[config.mk]
export PLATFORM = sky130hd
export DESIGN_NAME = multi_flexcounter
export DESIGN_NICKNAME = d
export VERILOG_FILES = /design/src/rtl/multi_flexcounter.sv
export SDC_FILE = /design/constraint.sdc
export NUM_CORES = 1
export LEC_CHECK = 0
export CORE_ASPECT_RATIO = 1.1
export CORE_MARGIN = 2
export CORE_UTILIZATION = 30
export CTS_CLUSTER_DIAMETER = 100
export DETAILED_ROUTE_END_ITERATION = 12
export PLACE_DENSITY_LB_ADDON = 0.12
export SETUP_SLACK_MARGIN = 0.1
export SYNTH_ARGS = -nofsm -noshare
export SYNTH_HDL_FRONTEND = slang
export SYNTH_SLANG_ARGS = --single-unit
export TNS_END_PERCENT = 10
[constraint.sdc]
create_clock -name clk -period 2.5 [get_ports clk]
set_input_delay 0.25 -clock clk [delete_from_list [all_inputs] [get_ports clk]]
set_output_delay 0.25 -clock clk [all_outputs]
set_load 0.1 [all_outputs]
[src/rtl/multi_flexcounter.sv]
// Multi-channel programmable-period counter. Each channel strobes once per period
// (periodic or one-shot) and all channels advance on one shared prescaler tick.
module multi_flexcounter #(
  parameter int CHANNELS   = 4,
  parameter int COUNTSIZE  = 10000,
  parameter int COUNTWIDTH = $clog2(COUNTSIZE),
  parameter int PRESCALE   = 1
) (
  input  logic                           clk,
  input  logic                           nRST,
  input  logic [CHANNELS-1:0]            enableCounter,
  input  logic [CHANNELS-1:0]            oneShot,
  input  logic [CHANNELS-1:0]            clear,
  input  logic [CHANNELS*COUNTWIDTH-1:0] maxCount,
  output logic [CHANNELS-1:0]            strobe,
  output logic [CHANNELS*COUNTWIDTH-1:0] count,
  output logic [CHANNELS-1:0]            done,
  output logic                           tick
);

  localparam int            PW      = (PRESCALE > 1) ? $clog2(PRESCALE) : 1;
  localparam logic [PW-1:0] PS_LAST = PW'(PRESCALE - 1);

  logic [PW-1:0] psc_q, psc_d;

  always_comb begin
    psc_d = psc_q + PW'(1);
    if (psc_q == PS_LAST) psc_d = '0;
  end

  always_ff @(posedge clk or posedge nRST) begin
    if (nRST) psc_q <= '0;
    else      psc_q <= psc_d;
  end

  // Gated by reset so that PRESCALE=1 still reports tick=0 while reset is held.
  assign tick = ~nRST & (psc_q == PS_LAST);

  for (genvar g = 0; g < CHANNELS; g++) begin : g_ch
    logic [COUNTWIDTH-1:0] cnt_q, cnt_d, max_c;
    logic                  stb_q, stb_d;
    logic                  done_q, done_d;
    logic                  hold, wrap;

    assign max_c = maxCount[g*COUNTWIDTH +: COUNTWIDTH];

    always_comb begin
      cnt_d  = cnt_q;
      stb_d  = 1'b0;
      done_d = done_q;
      hold   = ~enableCounter[g] | ~tick | (max_c == '0) | (oneShot[g] & done_q);
      // count >= maxCount-1, evaluated one bit wider so maxCount=0 cannot underflow.
      wrap   = ({1'b0, cnt_q} + (COUNTWIDTH+1)'(1)) >= {1'b0, max_c};
      if (clear[g]) begin
        cnt_d  = '0;
        done_d = 1'b0;
      end else if (!hold) begin
        if (wrap) begin
          cnt_d = '0;
          stb_d = 1'b1;
          if (oneShot[g]) done_d = 1'b1;
        end else begin
          cnt_d = cnt_q + COUNTWIDTH'(1);
        end
      end
    end

    always_ff @(posedge clk or posedge nRST) begin
      if (nRST) begin
        cnt_q  <= '0;
        stb_q  <= 1'b0;
        done_q <= 1'b0;
      end else begin
        cnt_q  <= cnt_d;
        stb_q  <= stb_d;
        done_q <= done_d;
      end
    end

    assign count[g*COUNTWIDTH +: COUNTWIDTH] = cnt_q;
    assign strobe[g]                         = stb_q;
    assign done[g]                           = done_q;
  end

endmodule

==> results of run 1 <==
## cell usage in the layout (no fill, tap or decap), types with 11 or more instances in the layout
cell type,synthesis,final
xnor2_1,33,22
ha_1,64,63
a21oi_1,15,12
a21o_1,16,16
clkdlybuf4s50_1,0,69
buf_4,9,194
nand3_1,26,24
inv_1,63,63
nand2_1,62,59
nor4_1,13,13
o21ai_1,10,13
xnor2_2,0,11
dfrtp_1,64,22
dfrtp_4,0,25
nor2_1,22,21
dfrtp_2,0,17
a22o_1,31,31
nand4_1,25,25
## per-stage QoR
step / setup TNS, ps / hold WS, ps / instance area [sq um] / std cells
3_3_place_gp: -11910 / 511 / 7680 / 1054
3_5_place_dp: -15520 / 504 / 7680 / 1054
6_report: -7290 / 399 / 8360 / 1088
4_1_cts: -8080 / 424 / 8250 / 1086
5_1_grt: -15890 / 429 / 8360 / 1088
2_1_floorplan: -20650 / 309 / 5450 / 588
## synth_stat cells (3+ instances only)
cell,instances,share of area (%)
a32o_1,3,0.57
xnor2_1,33,5.5
nor3_1,3,0.28
o211ai_1,9,1.3
and4_1,7,1.2
a22o_1,31,5.1
a31oi_1,3,0.36
nor2_1,22,1.6
nor2b_1,6,0.71
and3_1,6,0.71
nand2_1,62,4.4
o21ai_1,10,0.95
inv_1,63,4.5
xor2_1,11,1.8
and3_4,3,0.64
and2_1,5,0.59
a41oi_1,5,0.83
nand3_1,26,2.5
buf_4,9,1.3
clkbuf_1,5,0.36
o21ai_0,8,0.76
ha_1,64,15
nor4_1,13,1.5
nand4_1,25,3.0
buf_2,3,0.28
dfrtp_1,64,30
o2111ai_1,8,1.3
a21o_1,16,2.3
nand2b_1,6,0.71
a21oi_1,15,1.4
or2_2,4,0.47
## routing by layer
metal | vias up | track usage (%) | part of all wire (%)
li1 | 2659 | - | -
met1 | 2537 | 23.2 | 45
met2 | 115 | 32.0 | 50
met3 | 16 | 2.70 | 3.9
met4 | 0 | 5.99 | 1.6
met5 | - | 0 | 0
## state kept, by name (all words and copies together) (netlist names)
register / flops
g_ch.done_q: 4
g_ch.cnt_q: 56
g_ch.stb_q: 4
## worst paths after layout
check | start | endpoint | slack (ps)
worst max register to register | g_ch[0].cnt_q[3]$_DFFE_PP0P_ | g_ch[0].cnt_q[1]$_DFFE_PP0P_ | -280
min in group clk | g_ch[2].done_q$_DFFE_PP0P_ | g_ch[2].done_q$_DFFE_PP0P_ | 530
worst max-delay path | g_ch[0].cnt_q[3]$_DFFE_PP0P_ | g_ch[0].cnt_q[1]$_DFFE_PP0P_ | -280
max in group asynchronous | nRST | g_ch[0].cnt_q[7]$_DFFE_PP0P_ | 1570
worst min-delay path | nRST | g_ch[3].done_q$_DFFE_PP0P_ | 400
worst min register to register | g_ch[2].done_q$_DFFE_PP0P_ | g_ch[2].done_q$_DFFE_PP0P_ | 530
## worst min-delay path: stages
cell             delay [ps]
clkdlybuf4s50_1         430
clkinv_2                190
buf_4                   200
## where the power goes
group          total (mW)  leakage (nW)  internal [mW]  switching [mW]
logic               0.458          3.29          0.207           0.251
clock network        1.40         0.160          0.927           0.473
registers            1.06         0.814           1.05         0.00911
total                2.91          4.27           2.18           0.733
## cells by family (layout without fill, tap and decap cells)
logic type / count (synthesis) / after routing / share of synthesized area [%]
fa+ha+maj: 64 / 64 / 15.2
simple gates: 205 / 207 / 21.3
compound gates: 125 / 125 / 18.4
flops: 64 / 64 / 30.3
mux: 3 / 3 / 0.593
buf+inv: 83 / 347 / 6.90
xor+xnor: 44 / 44 / 7.30
## layout make-up
type / instances / area, sq um
clock buffers: 13 / 260
clock inverters: 3 / 65.1
fillers: 1669 / 8780
inverters: 64 / 241
multi-input cells: 443 / 3580
flip-flops and latches: 64 / 1720
well taps: 234 / 293
repair buffers: 267 / 2200
## repair_timing
action	4_1_cts	5_1_grt
pin swaps	40	25
hold buffers	0	0
gates cloned	2	0
endpoints found under the setup margin	64	64
gates resized for setup	24	19
setup buffers	14	2
==> results.ini, run 1 <==
[status]
status=complete, but fails checks
failed_checks=negative setup slack

[pwr]
ir_drop_uv=314
leakage_nw=4.27
design_power_total_mw=2.91
power.density_mw_per_mm2=348

[finish]
diodes=0
nets=983
area_delta_synth_final_pct=58.4
fin_util_pct=48.8
layout-drive-gt1-share_pct=37.6

[yosys]
synth-seq-cells=64
synth_area_sq_mm=0.00528
synthCells=588
synth_enable_flop_cells=0
ys_warn_count=0
ys.flop_type=dfrtp_1
syn_nets=722
async_flop_share_pct=100
ys_seq_area_share_pct=30.3
syn_avg_cell_area_sq_um=8.98
synth.distinct_cells=63

[global_route]
grt_pass1_wl_um=26700
track_usage_pct=18.3
grt_start_max_net_pins=33
grt_remaining_overflow=0
grt_pass1_vias=5362
antenna_found_initial=0

[clock_tree]
clk-insertion-delay-late_ps=340
clock_tree.htree_level_count=3
cts_root_buffer=clkbuf_16
cts_buffers=9
clock-sinks=64
cts_buffer_depth=2
cts.clk_slew.worst_paths_ps=60
cts_tree=built

[critical_path]
slowest_stage=dfrtp_4
critPathBufInv=1
critPathArrivalTime_ps=3050
r2r_cells=11
cp.depth=11
slowest_delay_ps=410
cp_data_required_time_ps=2770
crit_family=simple AND/OR/NAND/NOR gates
cp_cell_sequence=and4_4 -> and3_4 -> nand4_1 -> xnor2_2 -> ha_1 -> a21o_1 -> a41oi_2 -> nand3_2 -> nor3_4 -> buf_4 -> a22o_1
critPathLaunchType=flip-flop
setup.worst_path.end_class=flip-flop
path_max_fanout=6
critical_path_class=flip-flop to flip-flop

[sta]
min_period_ps=2780
fin_ws_ps=-279
fin_skew_ps=6.26
slew_headroom_pct=31.4
final_max_slew_viol_count=0
timing.fmax_mhz=360
finalCritPeriodShare_pct=111
worst_pin_slew_ps=1030
setup_viol=60
rsz0062_at_grt=yes
finalHoldViolCount=0

[flow_run]
drv_cap=0

[routing]
drt-total-wl_um=16700
drc_errors=0
via_count=5327
wl_per_cell_um=15.4
drt_iter0_drc=207
dr.pass1.iters=4
drt-vias-per-instance=4.90
postRouteAntennaNets=0

[hold_path]
worstHoldPathType=input port to async pin

[place]
port_buffers=134
gp_congestion=0.842
dp_hpwl_um=13200
pre_cts_ws_ps=-370

[die]
start_util_pct=30.8
core_sq_mm=0.0171
ioPinCount=135
dieHeight_um=143
die_x_um=130
die-area_sq_mm=0.0187
num_rows=50

(Power assumes the default switching activity.)
==> inputs of run 2 (changes only) <==
- CORE_UTILIZATION: 30 -> 54
- CTS_CLUSTER_DIAMETER: 100 -> 120
- clock period: 2.5 -> 3.2 ns (I/O delays scaled with it)
==> results.ini, run 2 (synthesized netlist as in run 1, its figures left out) <==
[die]
dieHeight_um=108  ; -25%
start_util_pct=55.9  ; +25 points
die_x_um=98.3  ; -25%
core_sq_mm=0.00944  ; -45%
num_rows=37  ; -26%
ioPinCount=135  ; unchanged
die-area_sq_mm=0.0106  ; -43%

[pwr]
power.density_mw_per_mm2=282  ; -19%
leakage_nw=3.44  ; -19%
ir_drop_uv=219  ; -30%

[routing]
drt-vias-per-instance=5.82  ; +19%
drt-total-wl_um=14000  ; -16%
drt_iter0_drc=178  ; -14%
postRouteAntennaNets=0  ; unchanged
drc_errors=0  ; unchanged
dr.pass1.iters=5  ; +1
wl_per_cell_um=16.5  ; +7.2%
via_count=4947  ; -7.1%

[critical_path]
r2r-start=g_ch[3].cnt_q[2]$_DFFE_PP0P_
critPathLaunchType=flip-flop
path_max_fanout=12  ; +6
cp_data_required_time_ps=3470  ; +700 ps
critPathArrivalTime_ps=3340  ; +290 ps
r2r_end=g_ch[3].cnt_q[0]$_DFFE_PP0P_
startpoint=g_ch[3].cnt_q[2]$_DFFE_PP0P_
rrSetupSlack_ps=130  ; +410 ps
setup.worst_path.end_class=flip-flop
crit_end=g_ch[3].cnt_q[0]$_DFFE_PP0P_
critical_path_class=flip-flop to flip-flop
r2r_cells=10  ; -1

[finish]
fin_util_pct=74.3  ; +26 points
layout-drive-gt1-share_pct=12.7  ; -25 points
largestRegisters=g_ch.cnt_q: 56 flops, g_ch.done_q: 4 flops, g_ch.stb_q: 4 flops
largest_reg_flops=56  ; unchanged
area_delta_synth_final_pct=33.0
diodes=0  ; unchanged
stdcell_area_sq_mm=0.00702  ; -16%
nets=862  ; -12%
top_register=g_ch.cnt_q
final_common_cell=clkdlybuf4s50_1
final_cell_mix=121 x clkdlybuf4s50_1, 64 x ha_1, 63 x inv_1, 62 x nand2_1, 48 x dfrtp_1

[global_route]
grt_remaining_overflow=0  ; unchanged
antenna_found_initial=0  ; unchanged
track_usage_pct=26.6  ; +8.3 points
grt_start_max_net_pins=41  ; +24%
grt_use_met2_pct=46.4  ; +14 points
use_met1_pct=33.3  ; +10 points
grt_pass1_vias=4881  ; -9.0%
gr-usage-met3_pct=5.26  ; +2.6 points
top_usage_layer=met2
grt_pass1_wl_um=23000  ; -14%

[place]
dpl_cell_area_sq_mm=0.00668  ; -13%
dp_hpwl_um=11000  ; -17%
gp_congestion=0.930  ; +10%
port_buffers=134  ; unchanged

[sta]
finalHoldViolCount=0  ; unchanged
finalCritPeriodShare_pct=95.8  ; -15 points
setup_viol=0  ; -100%
tns_ps=0  ; +7290 ps
worst_pin_slew_ps=1030  ; +8.76 ps
min_period_ps=3070  ; +287 ps
final_max_slew_viol_count=0  ; unchanged
rsz0062_at_grt=yes
worst_hold_slack_ps=304  ; -95.3 ps
slew_headroom_pct=30.9  ; -0.55 points
fin_skew_ps=10.2  ; +3.90 ps
timing.fmax_mhz=326  ; -9.4%

[clock_tree]
clk-insertion-delay-late_ps=340  ; about the same
cts_buffers=9  ; unchanged
clock-sinks=64  ; unchanged
clock_tree.htree_level_count=3  ; unchanged
cts.clk_slew.worst_paths_ps=70  ; about the same
cts_root_buffer=clkbuf_8
cts_tree=built
cts_buffer_depth=2  ; unchanged

[status]
status=completed

[flow_run]
drv_cap=0  ; unchanged

[hold_path]
worstHoldPathType=input port to async pin

-- run 2: through the flow --
stage / setup slack (ps) / power, mW / std cells
6_report: 134 / 1.98 / 850
5_1_grt: 12.7 / 2.07 / 850
4_1_cts: 95.6 / 2.00 / 845
3_5_place_dp: 114 / 1.16 / 828
3_3_place_gp: 206 / 1.15 / 828
2_1_floorplan: -282 / 1.00 / 588
-- run 2: worst max-delay path, stage by stage, from the launching register on --
cell and delay [ps]:
dfrtp_1 460, and4_1 320, and3_1 250, nand2_1 90
xnor2_1 280, ha_1 300, and4_1 220, a221o_1 350
a21oi_2 240, and3_4 320, mux2_2 170
-- run 2: how the worst min path moves through the flow --
| stage | start | to | slack, ps |
|---|---|---|---|
| 6_report | nRST | g_ch[1].cnt_q[1]$_DFFE_PP0P_ | 300 |
| 5_1_grt | nRST | g_ch[1].cnt_q[1]$_DFFE_PP0P_ | 290 |
| 4_1_cts | nRST | g_ch[1].cnt_q[1]$_DFFE_PP0P_ | 290 |
| 3_5_place_dp | g_ch[2].done_q$_DFFE_PP0P_ | g_ch[2].done_q$_DFFE_PP0P_ | 510 |
| 3_3_place_gp | g_ch[3].done_q$_DFFE_PP0P_ | g_ch[3].done_q$_DFFE_PP0P_ | 500 |
| 2_1_floorplan | clear[0] | g_ch[0].cnt_q[9]$_DFFE_PP0P_ | 380 |
-- run 2: metal layers --
| metal | up-vias | routed length, um |
|---|---|---|
| li1 | 2424 | - |
| met1 | 2329 | 6010 |
| met2 | 170 | 7020 |
| met3 | 24 | 730 |
| met4 | 0 | 247 |
| met5 | - | 0 |
-- run 2: power breakdown --
part / internal [mW] / total, mW / switching (mW)
sequential: 0.814 / 0.828 / 0.0138
clock: 0.515 / 0.835 / 0.320
combinational: 0.141 / 0.318 / 0.177
total: 1.47 / 1.98 / 0.511
-- run 2: repair_timing --
| item | in CTS | in global routing |
|---|---|---|
| gates resized for setup | 0 | 16 |
| setup endpoints to repair | 5 | 55 |
| gates cloned | 0 | 0 |
| hold buffers | 0 | 0 |
| setup buffers | 1 | 5 |
| pin swaps | 0 | 2 |
-- run 2: final cells by class --
cell class,instances,area [sq um]
tap,117,146
inverter,64,241
sequential,64,1620
timing repair buffer,148,1410
clock buffer,10,128
clock inverter,6,108
fill,739,2420
multi-input combinational,441,3360
==> inputs of run 3 (changes only) <==
- GPL_ROUTABILITY_DRIVEN: not set -> 0
==> results.ini, run 3 (synthesized netlist as in run 1, its figures left out) <==
[finish]
fillers=740  ; +0.14%
seq_area_sq_mm=0.00162  ; about the same
stdcell_area_sq_mm=0.00698  ; -0.62%
nets=862  ; unchanged
final_cell_mix=121 x clkdlybuf4s50_1, 64 x ha_1, 63 x inv_1, 61 x nand2_1, 49 x dfrtp_1
area_delta_synth_final_pct=32.1
layout-drive-gt1-share_pct=11.9  ; -0.82 points
largest_reg_flops=56  ; unchanged
top_register=g_ch.cnt_q
multi_input_area_sq_mm=0.00338  ; +0.63%
final_common_cell=clkdlybuf4s50_1
largestRegisters=g_ch.cnt_q: 56 flops, g_ch.done_q: 4 flops, g_ch.stb_q: 4 flops
diodes=0  ; unchanged

[sta]
rsz0062_at_grt=yes
fin_skew_ps=9.89  ; -0.264 ps
timing.fmax_mhz=332  ; +1.8%
setup_viol=0  ; unchanged
slew_headroom_pct=27.8  ; -3.0 points
min_period_ps=3010  ; -54.5 ps
worst_pin_slew_ps=1080  ; +45.1 ps
tns_ps=0  ; unchanged
finalHoldViolCount=0  ; unchanged
finalCritPeriodShare_pct=94.1  ; -1.7 points
final_max_slew_viol_count=0  ; unchanged

[routing]
drc_errors=0  ; unchanged
postRouteAntennaNets=0  ; unchanged
drt-total-wl_um=14500  ; +3.7%
wl_per_cell_um=17.1  ; +3.7%
dr.pass1.iters=4  ; -1
via_count=5044  ; +2.0%
drt-vias-per-instance=5.93  ; +2.0%
drt_iter0_drc=137  ; -23%

[critical_path]
rrSetupSlack_ps=190  ; +50 ps
cp_data_required_time_ps=3440  ; -30 ps
critPathLaunchType=flip-flop
critical_path_class=flip-flop to flip-flop
critPathArrivalTime_ps=3250  ; -90 ps
path_max_fanout=6  ; -6
setup.worst_path.end_class=flip-flop

[place]
port_buffers=134  ; unchanged
dp_hpwl_um=11200  ; +1.7%
dpl_cell_area_sq_mm=0.00668  ; unchanged

[die]
ioPinCount=135  ; unchanged
die-area_sq_mm=0.0106  ; unchanged
core_sq_mm=0.00944  ; unchanged
dieHeight_um=108  ; unchanged
start_util_pct=55.9  ; unchanged
die_x_um=98.3  ; unchanged
num_rows=37  ; unchanged

[pwr]
power.density_mw_per_mm2=264  ; -6.6%
ir_drop_uv=221  ; +0.69%
leakage_nw=3.40  ; -1.3%

[clock_tree]
clock_tree.htree_level_count=3  ; unchanged
clock-sinks=64  ; unchanged
cts_buffer_depth=2  ; unchanged
cts_tree=built
clk-insertion-delay-late_ps=340  ; about the same
cts.clk_slew.worst_paths_ps=70  ; about the same
cts_buffers=9  ; unchanged
cts_root_buffer=clkbuf_8

[hold_path]
worstHoldPathType=input port to async pin

[status]
status=completed

[global_route]
grt_start_max_net_pins=34  ; -17%
track_usage_pct=27.5  ; +0.85 points
grt_remaining_overflow=0  ; unchanged
grt_pass1_wl_um=23800  ; +3.8%
antenna_found_initial=0  ; unchanged
grt_pass1_vias=5151  ; +5.5%

[flow_run]
drv_cap=0  ; unchanged

-- run 3: per-stage QoR --
step	std cells	utilization, %	power (mW)	setup slack [ps]	hold WS, ps
2_1_floorplan	588	-	1.00	-282	379
3_3_place_gp	828	70.8	1.15	165	502
3_5_place_dp	828	70.8	1.16	69.8	518
4_1_cts	846	72.9	1.84	111	270
5_1_grt	850	73.9	1.91	27.1	285
6_report	850	73.9	1.84	188	264
-- run 3: area by class of cell --
class                   instances  share of cell area, %
inverters                      64                   3.46
flip-flops and latches         64                   23.2
well taps                     117                   2.10
clock inverters                 1                  0.430
clock buffers                  15                   2.24
multi-input cells             443                   48.5
repair buffers                146                   20.1
-- run 3: metal layers --
metal / global-route usage [%] / routed length (um) / vias to the layer above
li1: - / - / 2422
met1: 33.1 / 6040 / 2425
met2: 49.7 / 7410 / 162
met3: 3.83 / 684 / 35
met4: 10.6 / 377 / 0
met5: 0 / 0 / -
-- run 3: path summary, 6_finish.rpt --
check | startpoint | end | cells past startpoint
setup / recovery | g_ch[3].cnt_q[3]$_DFFE_PP0P_ | g_ch[3].done_q$_DFFE_PP0P_ | 10
hold / removal | nRST | g_ch[2].cnt_q[12]$_DFFE_PP0P_ | 2
setup reg to reg | g_ch[3].cnt_q[3]$_DFFE_PP0P_ | g_ch[3].done_q$_DFFE_PP0P_ | 10
hold reg to reg | g_ch[3].done_q$_DFFE_PP0P_ | g_ch[3].done_q$_DFFE_PP0P_ | 1
max in group asynchronous | nRST | g_ch[1].cnt_q[1]$_DFFE_PP0P_ | 3
min in group clk | g_ch[3].done_q$_DFFE_PP0P_ | g_ch[3].done_q$_DFFE_PP0P_ | 1
-- run 3: what timing repair did --
item,CTS,global route
buffers inserted,2,2
pin swaps,1,3
resized for setup,1,16
hold buffers,0,0
gates cloned,0,2
setup endpoints to repair,12,56
-- run 3: power breakdown --
part / leakage, nW / switching (mW) / internal [mW] / total (mW)
clock network: 0.0919 / 0.307 / 0.384 / 0.691
logic: 2.44 / 0.179 / 0.141 / 0.320
registers: 0.867 / 0.0142 / 0.815 / 0.829
-- run 3: worst max-delay path, stage by stage, from the launching register on --
cell and delay (ps):
dfrtp_1 440, and4_1 300, and3_1 270, nand4_1 160
xnor2_1 240, ha_1 290, and4_1 190, a221o_1 370
a21oi_4 230, nand2_1 110, a32o_1 280
